File: config.mk
export PLATFORM = sky130hd
export DESIGN_NAME = id_ex_stage
export DESIGN_NICKNAME = d
export VERILOG_FILES = /design/src/rtl/id_ex_stage.sv
export SDC_FILE = /design/constraint.sdc
export NUM_CORES = 1
export LEC_CHECK = 0
export ABC_AREA = 1
export BUFFER_PORTS_ARGS = -buffer_cell sky130_fd_sc_hd__buf_2
export CAP_MARGIN = 10
export CORE_AREA = 2 2 163 165
export CTS_CLUSTER_DIAMETER = 150
export DETAILED_ROUTE_END_ITERATION = 8
export DIE_AREA = 0 0 165 167
export SETUP_SLACK_MARGIN = 0.15
export SYNTH_ARGS = -nofsm -noshare
export SYNTH_HDL_FRONTEND = slang
export SYNTH_SLANG_ARGS = --single-unit
File: constraint.sdc
create_clock -name clock -period 3.9 [get_ports clock]
set_input_delay 0.195 -clock clock [delete_from_list [all_inputs] [get_ports clock]]
set_output_delay 0.195 -clock clock [all_outputs]
set_load 0.1 [all_outputs]
File: src/rtl/id_ex_stage.sv
// ID/EX pipeline register with decode-stage operand forwarding, the load-use
// interlock that drives wpcir, and a saturating debug stall counter.
module id_ex_stage #(
  parameter int DATA_W = 32,
  parameter int RA_W   = 5,
  parameter int CNT_W  = 16
) (
  input  logic              clock,
  input  logic              resetn,
  input  logic              dvalid,
  input  logic              flush,
  input  logic              dwreg,
  input  logic              dm2reg,
  input  logic              dwmem,
  input  logic              daluimm,
  input  logic              dshift,
  input  logic              djal,
  input  logic [3:0]        daluc,
  input  logic [RA_W-1:0]   drs,
  input  logic [RA_W-1:0]   drt,
  input  logic [RA_W-1:0]   drn,
  input  logic              duse_rs,
  input  logic              duse_rt,
  input  logic [DATA_W-1:0] dqa,
  input  logic [DATA_W-1:0] dqb,
  input  logic [DATA_W-1:0] dSignExtend,
  input  logic [DATA_W-1:0] dpc4,
  input  logic [DATA_W-1:0] ealu,
  input  logic              mwreg,
  input  logic              mm2reg,
  input  logic [RA_W-1:0]   mrn,
  input  logic [DATA_W-1:0] malu,
  input  logic [DATA_W-1:0] mmo,
  output logic              wpcir,
  output logic              ewreg,
  output logic              em2reg,
  output logic              ewmem,
  output logic              ealuimm,
  output logic              eshift,
  output logic              ejal,
  output logic              evalid,
  output logic [3:0]        ealuc,
  output logic [RA_W-1:0]   ern,
  output logic [DATA_W-1:0] eqa,
  output logic [DATA_W-1:0] eqb,
  output logic [DATA_W-1:0] eSignExtend,
  output logic [DATA_W-1:0] epc4,
  output logic [CNT_W-1:0]  stall_cnt
);

  logic              ewreg_q, ewreg_d;
  logic              em2reg_q, em2reg_d;
  logic              ewmem_q, ewmem_d;
  logic              ealuimm_q, ealuimm_d;
  logic              eshift_q, eshift_d;
  logic              ejal_q, ejal_d;
  logic              evalid_q, evalid_d;
  logic [3:0]        ealuc_q, ealuc_d;
  logic [RA_W-1:0]   ern_q, ern_d;
  logic [DATA_W-1:0] eqa_q, eqa_d;
  logic [DATA_W-1:0] eqb_q, eqb_d;
  logic [DATA_W-1:0] esext_q, esext_d;
  logic [DATA_W-1:0] epc4_q, epc4_d;
  logic [CNT_W-1:0]  stall_cnt_q, stall_cnt_d;

  logic              ex_fwd_ok;
  logic              ex_hit_a, ex_hit_b, mem_hit_a, mem_hit_b;
  logic [DATA_W-1:0] mem_data, fwd_a, fwd_b;
  logic              load_in_ex, stall, bubble;

  // Only a non-load EX result exists yet; a load in EX is handled by the stall.
  assign ex_fwd_ok = ewreg_q & ~em2reg_q & (ern_q != '0);
  assign ex_hit_a  = ex_fwd_ok & (ern_q == drs);
  assign ex_hit_b  = ex_fwd_ok & (ern_q == drt);
  assign mem_hit_a = mwreg & (mrn != '0) & (mrn == drs);
  assign mem_hit_b = mwreg & (mrn != '0) & (mrn == drt);
  assign mem_data  = mm2reg ? mmo : malu;

  always_comb begin
    fwd_a = dqa;
    if (ex_hit_a)
      fwd_a = ealu;
    else if (mem_hit_a)
      fwd_a = mem_data;
  end

  always_comb begin
    fwd_b = dqb;
    if (ex_hit_b)
      fwd_b = ealu;
    else if (mem_hit_b)
      fwd_b = mem_data;
  end

  assign load_in_ex = evalid_q & ewreg_q & em2reg_q & (ern_q != '0);
  assign stall  = dvalid & ~flush & load_in_ex &
                  ((duse_rs & (ern_q == drs)) | (duse_rt & (ern_q == drt)));
  assign bubble = stall | flush | ~dvalid;
  assign wpcir  = ~stall;

  always_comb begin
    ewreg_d   = 1'b0;
    em2reg_d  = 1'b0;
    ewmem_d   = 1'b0;
    ealuimm_d = 1'b0;
    eshift_d  = 1'b0;
    ejal_d    = 1'b0;
    evalid_d  = 1'b0;
    ealuc_d   = '0;
    ern_d     = '0;
    eqa_d     = '0;
    eqb_d     = '0;
    esext_d   = '0;
    epc4_d    = '0;
    if (!bubble) begin
      ewreg_d   = dwreg;
      em2reg_d  = dm2reg;
      ewmem_d   = dwmem;
      ealuimm_d = daluimm;
      eshift_d  = dshift;
      ejal_d    = djal;
      evalid_d  = 1'b1;
      ealuc_d   = daluc;
      ern_d     = drn;
      eqa_d     = fwd_a;
      eqb_d     = fwd_b;
      esext_d   = dSignExtend;
      epc4_d    = dpc4;
    end
  end

  always_comb begin
    stall_cnt_d = stall_cnt_q;
    if (stall && (stall_cnt_q != '1))
      stall_cnt_d = stall_cnt_q + CNT_W'(1);
  end

  always_ff @(posedge clock or negedge resetn) begin
    if (!resetn) begin
      ewreg_q     <= 1'b0;
      em2reg_q    <= 1'b0;
      ewmem_q     <= 1'b0;
      ealuimm_q   <= 1'b0;
      eshift_q    <= 1'b0;
      ejal_q      <= 1'b0;
      evalid_q    <= 1'b0;
      ealuc_q     <= '0;
      ern_q       <= '0;
      eqa_q       <= '0;
      eqb_q       <= '0;
      esext_q     <= '0;
      epc4_q      <= '0;
      stall_cnt_q <= '0;
    end else begin
      ewreg_q     <= ewreg_d;
      em2reg_q    <= em2reg_d;
      ewmem_q     <= ewmem_d;
      ealuimm_q   <= ealuimm_d;
      eshift_q    <= eshift_d;
      ejal_q      <= ejal_d;
      evalid_q    <= evalid_d;
      ealuc_q     <= ealuc_d;
      ern_q       <= ern_d;
      eqa_q       <= eqa_d;
      eqb_q       <= eqb_d;
      esext_q     <= esext_d;
      epc4_q      <= epc4_d;
      stall_cnt_q <= stall_cnt_d;
    end
  end

  assign ewreg       = ewreg_q;
  assign em2reg      = em2reg_q;
  assign ewmem       = ewmem_q;
  assign ealuimm     = ealuimm_q;
  assign eshift      = eshift_q;
  assign ejal        = ejal_q;
  assign evalid      = evalid_q;
  assign ealuc       = ealuc_q;
  assign ern         = ern_q;
  assign eqa         = eqa_q;
  assign eqb         = eqb_q;
  assign eSignExtend = esext_q;
  assign epc4        = epc4_q;
  assign stall_cnt   = stall_cnt_q;

endmodule

==> results of run 1 <==
power by group:
group / total (mW) / switching, mW / internal (mW)
Sequential: 1.73 / 0.0184 / 1.72
Combinational: 1.04 / 0.760 / 0.276
Clock: 1.76 / 0.792 / 0.970
Total: 4.53 / 1.57 / 2.96
cells by family after synthesis:
kind of cell | after synthesis | synth area share
simple gates | 644 | 0.334
buf+inv | 199 | 0.103
flops | 160 | 0.498
mux | 32 | 0.0448
xor+xnor | 15 | 0.0163
compound gates | 3 | 0.00187
fa+ha+maj | 1 | 0.00156
layout by cell type, fill, tap and decap left out, drive strengths merged:
master	Yosys	routed
bufinv	0	2
nand2	302	302
mux2	32	32
xor2	8	8
inv	146	152
o21ai	3	3
dlygate4sd3	0	76
clkinvlp	0	1
buf	32	434
diode	0	4
clkbuf	21	18
nor2	175	175
dfrtp	160	160
ha	1	1
clkinv	0	5
xnor2	7	7
nand3b	2	2
nor3b	1	1
nand4	24	24
nand3	139	139
nor3	1	1
routing by layer:
metal / track usage / wire [um] / vias up
met5: 0 / 13 / -
met4: 0.102 / 1220 / 2
met3: 0.0643 / 2600 / 71
met2: 0.389 / 15400 / 408
met1: 0.258 / 12200 / 3942
li1: - / - / 4175
cells in the mapped netlist (2+ instances only):
library cell | instances | area [um^2]
nor2_1 | 174 | 653
dfrtp_1 | 160 | 4000
clkbuf_1 | 21 | 78.8
inv_1 | 145 | 544
xnor2_1 | 7 | 61.3
nand3_1 | 138 | 691
buf_2 | 25 | 125
buf_6 | 7 | 78.8
nand3b_1 | 2 | 15.0
nand4_1 | 24 | 150
xor2_1 | 8 | 70.1
o21ai_0 | 3 | 15.0
nand2_2 | 2 | 12.5
mux2_2 | 32 | 360
nand2_1 | 299 | 1120
state kept, by name, summed over array words and instances (netlist names), 4 cells and up:
name         count
eSignExtend     32
stall_cnt       16
ern              5
eqb             32
epc4            32
eqa             32
ealuc            4
worst min-delay path by stage:
stage | from | end | slack (ns) | cells past startpoint
global route | dSignExtend[26] | eSignExtend[26]$_DFF_PN0_ | 0.004 | 3
floorplan | resetn | eSignExtend[0]$_DFF_PN0_ | -0.10 | 0
detailed placement | resetn | eqb[2]$_DFF_PN0_ | 0.36 | 1
finish | dSignExtend[26] | eSignExtend[26]$_DFF_PN0_ | 0.01 | 3
CTS | dSignExtend[26] | eSignExtend[26]$_DFF_PN0_ | 0.001 | 3
global placement | resetn | eqb[2]$_DFF_PN0_ | 0.34 | 1
layout make-up:
type,instances,share of cell area
Antenna cell,4,0.000847
Clock buffer,18,0.0363
Clock inverter,14,0.0146
Inverter,146,0.0464
Multi-Input combinational cell,695,0.274
Sequential cell,160,0.339
Tap cell,335,0.0355
Timing Repair Buffer,510,0.253
through the flow:
step	util	instances
2_1_floorplan	-	1054
3_3_place_gp	0.405	1770
3_5_place_dp	0.405	1770
4_1_cts	0.458	1878
5_1_grt	0.458	1880
6_report	0.459	1882
worst reg2reg max path, delay by kind of cell (launching register included):
family	cells	cell delay (ns)
buffers and inverters	2	0.64
AND/OR/NAND/NOR	8	1.46
flip-flops	1	0.44
==> results_dict.tcl, run 1 <==
set metrics [dict create \
    reg2reg_depth 10 \
    cts_tree "done" \
    clockBufferDepth 2 \
    die-width_um 165 \
    viasPerCell 4.57 \
    synthArstFlopShare 1.00 \
    place_ws_ns 1.21 \
    grt_max_degree 96 \
    setup_slack_ns 1.22 \
    clk_latency_ns 0.43 \
    grt_pass1_vias 8825 \
    overflow 0 \
    grt_usage 0.226 \
    portBuffers 422 \
    ys_seq_elements 160 \
    timing.rr.end "eqa[21]$_DFF_PN0_" \
    rrSetupSlack_ns 1.22 \
    ys_types 22 \
    tns_ns 0 \
    cts_buffers 17 \
    synth_nets 1317 \
    rsz0062_at_grt "false" \
    firstDrtPassIters 5 \
    seqCellArea_um2 4000 \
    status "completed" \
    ant_nets 0 \
    fin_crit_sh 0.687 \
    die-area_um2 27600 \
    drv_cap 0 \
    cp_num_cells 10 \
    power_mw 4.53 \
    area_growth_pct 46.9 \
    crit_path_start_kind "flip-flop" \
    path_clk_slew_ns 0.08 \
    drv_slew 0 \
    cts_setup_buffers 0 \
    fin_crit_ns 2.68 \
    syn_area_um2 8040 \
    synthCells 1054 \
    cts_hold_buf 76 \
    place_hpwl_mm 22.1 \
    routed_wl_mm 31.4 \
    rows 59 \
    initialDrtViolationCount 611 \
    critPathMaxStageDelay_ns 0.47 \
    postPlaceCellArea_um2 10400 \
    end_kind "flip-flop" \
    ir_drop_mv 0.266 \
    worst_slew_pin_slew_ns 1.08 \
    drive_above_1_share 0.329 \
    yosys_warnings 0 \
    hp-class "input pin to flip-flop" \
    multi_input_area_um2 3240 \
    crit_type "flip-flop to flip-flop" \
    cp.required_ns 4.18 \
    grt_pass1_wl_mm 47.6 \
    cts_resized 0 \
    synth_ff_type "dfrtp_1" \
    htree_levels 4 \
    dr_total_vias 8598 \
    place_congestion 0.910 \
    yosysSeqAreaShare 0.498 \
    fin_skew_ns 0.0168 \
    design.core.area_um2 25800 \
    finalSetupViolCount 0 \
    relSlewSlack 0.279 \
    synth_edf_count 0 \
    final_hold_viol_count 0 \
    antenna_found_initial 5 \
    cts.sinks 160 \
    start_util 0.312 \
    whs_ns 0.0103 \
    r2r_start "ern[1]$_DFF_PN0_" \
    avgRoutedWirePerCell_um 16.7 \
    crit_family "simple AND/OR/NAND/NOR gates" \
    finalNetCount 1793 \
    worstPathCellList "inv_1 > nand2_1 > nand2_1 > nor2_1 > nand4_1 > nand2_2 > nand2_2 > nand2_4 > buf_4 > nor2_1" \
    cp-endpoint "eqa[21]$_DFF_PN0_" \
    finalInstanceArea_um2 11800 \
    total_leakage_power_nw 7.10 \
    slowest_stage "nand2_4" \
    cp_max_fo 55 \
    fmax_ghz 0.373 \
    root_buffer "clkbuf_16" \
    die_h_um 167 \
    pwr_density_cell_nw_per_um2 384 \
    worst-endpoint-arrival_ns 2.96 \
    cp_num_buf_inv 2 \
    fill_cells 2586 \
    pin_count 423 \
    crit_path_start "ern[1]$_DFF_PN0_" \
    drc 0 \
    synth_area_per_cell_um2 7.63 \
]
Power figures use the tool's default switching activity.
==> inputs of run 2 (changes only) <==
- clock period: 3.9 -> 2.4 ns (I/O delays scaled with it)
==> run 2 against run 1 <==
- non-clock buffer count grew 24
- core utilization rose by 1.0 points
- power is 63% higher
- routed wire length grew 0.46%
- sequential share of layout area decreased by 0.57 points
- die area is the same
- critical path type is now flip-flop to output pin
- global-route usage shrank 0.10 points
- critical path depth decreased by 2
- register-to-register slack worse by 0.73 ns
==> results_dict.tcl, run 2 (synthesis gave the netlist of run 1 again) <==
set metrics [dict create \
    total_leakage_power_nw 7.22 \
    viasPerCell 4.63 \
    setup_slack_ns 0.411 \
    crit_path_start_kind "flip-flop" \
    ant_nets 0 \
    path_clk_slew_ns 0.08 \
    end_kind "output pin" \
    worst-endpoint-arrival_ns 1.87 \
    portBuffers 422 \
    fin_crit_sh 0.829 \
    routed_wl_mm 31.6 \
    dp.cells 1787 \
    pwr-share-seq 0.383 \
    finalNetCount 1817 \
    cts_tree "done" \
    overflow 0 \
    crit_type "flip-flop to output pin" \
    drv_cap 0 \
    die-area_um2 27600 \
    slowest_stage "dfrtp_4" \
    cts_setup_buffers 0 \
    swShare 0.344 \
    grt_usage 0.225 \
    cp_num_buf_inv 2 \
    drc 0 \
    cts_buffers 17 \
    status "completed" \
    final_common_cell "buf_2" \
    pin_count 423 \
    drv_slew 0 \
    initialDrtViolationCount 600 \
    cts_hold_buf 83 \
    cp_max_fo 4 \
    p_sw_mw 2.54 \
    clkPwrFrac 0.385 \
    drive_above_1_share 0.341 \
    cts_resized 0 \
    layout.cells.non_filler 1906 \
    place_hpwl_mm 22.7 \
    worstPathCellList "inv_1 > nand2_1 > nand2_1 > nor2_1 > nand4_1 > nand2_2 > nand2_2 > buf_2" \
    cts.sinks 160 \
    worst_slew_pin_slew_ns 0.706 \
    grt_pass1_wl_mm 47.7 \
    pwr_density_cell_nw_per_um2 611 \
    htree_levels 4 \
    rsz0062_at_grt "false" \
    fin_crit_ns 1.99 \
    ir_drop_mv 0.384 \
    die-width_um 165 \
    finalSetupViolCount 0 \
    relSlewSlack 0.529 \
    avgRoutedWirePerCell_um 16.6 \
    fin_skew_ns 0.0188 \
    clockBufferDepth 2 \
    tns_ns 0 \
    die_h_um 167 \
    fmax_ghz 0.503 \
    p_int_mw 4.84 \
    rows 59 \
    pwr-share-comb 0.233 \
    grt_pass1_vias 8863 \
    start_util 0.312 \
    final_hold_viol_count 0 \
    antenna_found_initial 7 \
    crit_family "buffers and inverters" \
    hp-class "input pin to flip-flop" \
    grt_max_degree 65 \
    place_congestion 0.900 \
    layout_common_cells "buf_2 (421), nand2_1 (299), nor2_1 (170)" \
    firstDrtPassIters 5 \
    critPathMaxStageDelay_ns 0.49 \
    area_growth_pct 50.2 \
    place_ws_ns 0.508 \
    design.core.area_um2 25800 \
    dr_total_vias 8821 \
    clk_latency_ns 0.43 \
    cp.required_ns 2.28 \
    root_buffer "clkbuf_16" \
]
## run 2: cell count changes in the layout (fill, tap and decap cells not counted), sizes merged
cell         previous run  this run
buf                   434       451
clkbuf                 18        17
dlygate4sd3            76        83
diode                   4         5
## run 2: power by group through the flow
| stage | logic [mW] | clock network, mW | registers (mW) |
|---|---|---|---|
| final | 1.72 | 2.84 | 2.82 |
| after detailed placement | 1.61 | 0 | 2.87 |
| after global placement | 1.61 | 0 | 2.87 |
| after CTS | 1.72 | 2.92 | 2.82 |
| after floorplan | 0.353 | 0 | 3.58 |
| after global routing | 1.83 | 3.00 | 2.83 |
## run 2: per-stage QoR
step	util	hold WS [ns]	power, mW	cell area, um^2
6_report	0.469	0.0172	7.38	12100
4_1_cts	0.468	0.000188	7.46	12100
2_1_floorplan	-	-0.176	3.94	8060
3_3_place_gp	0.413	0.201	4.48	10600
3_5_place_dp	0.413	0.196	4.49	10600
5_1_grt	0.469	0.0164	7.66	12100
## run 2: path summary, 6_finish.rpt
check / cells past startpoint / slack [ns] / endpoint / startpoint
max: 8 / 0.41 / wpcir / ern[1]$_DFF_PN0_
min: 5 / 0.02 / eqa[18]$_DFF_PN0_ / dqa[18]
min reg2reg: 2 / 0.53 / stall_cnt[0]$_DFFE_PN0P_ / stall_cnt[0]$_DFFE_PN0P_
min in group asynchronous: 2 / 0.28 / eqa[2]$_DFF_PN0_ / resetn
max reg2reg: 7 / 0.49 / stall_cnt[13]$_DFFE_PN0P_ / stall_cnt[0]$_DFFE_PN0P_
max in group asynchronous: 3 / 1.43 / eSignExtend[18]$_DFF_PN0_ / resetn
## run 2: cell type report
| cell class | instances | area [um^2] |
|---|---|---|
| fillers | 2611 | 13700 |
| flip-flops and latches | 160 | 4020 |
| repair buffers | 534 | 3250 |
| multi-input cells | 695 | 3220 |
| inverters | 146 | 548 |
| clock buffers | 17 | 425 |
| well taps | 335 | 419 |
| clock inverters | 14 | 175 |
| diodes | 5 | 12.5 |
## run 2: worst min-delay path: stages
cell,delay [ns]
buf_2,0.09
nand2_1,0.05
nand3_1,0.06
nand2_1,0.06
nor2_1,0.03
## run 2: metal layers
metal	GRT usage	share of wire	wire length (um)	vias to the layer above
li1	-	-	-	4220
met1	0.254	0.38	12100	4131
met2	0.406	0.51	16100	419
met3	0.0506	0.081	2570	47
met4	0.0888	0.024	773	4
met5	0	0.00073	23	-
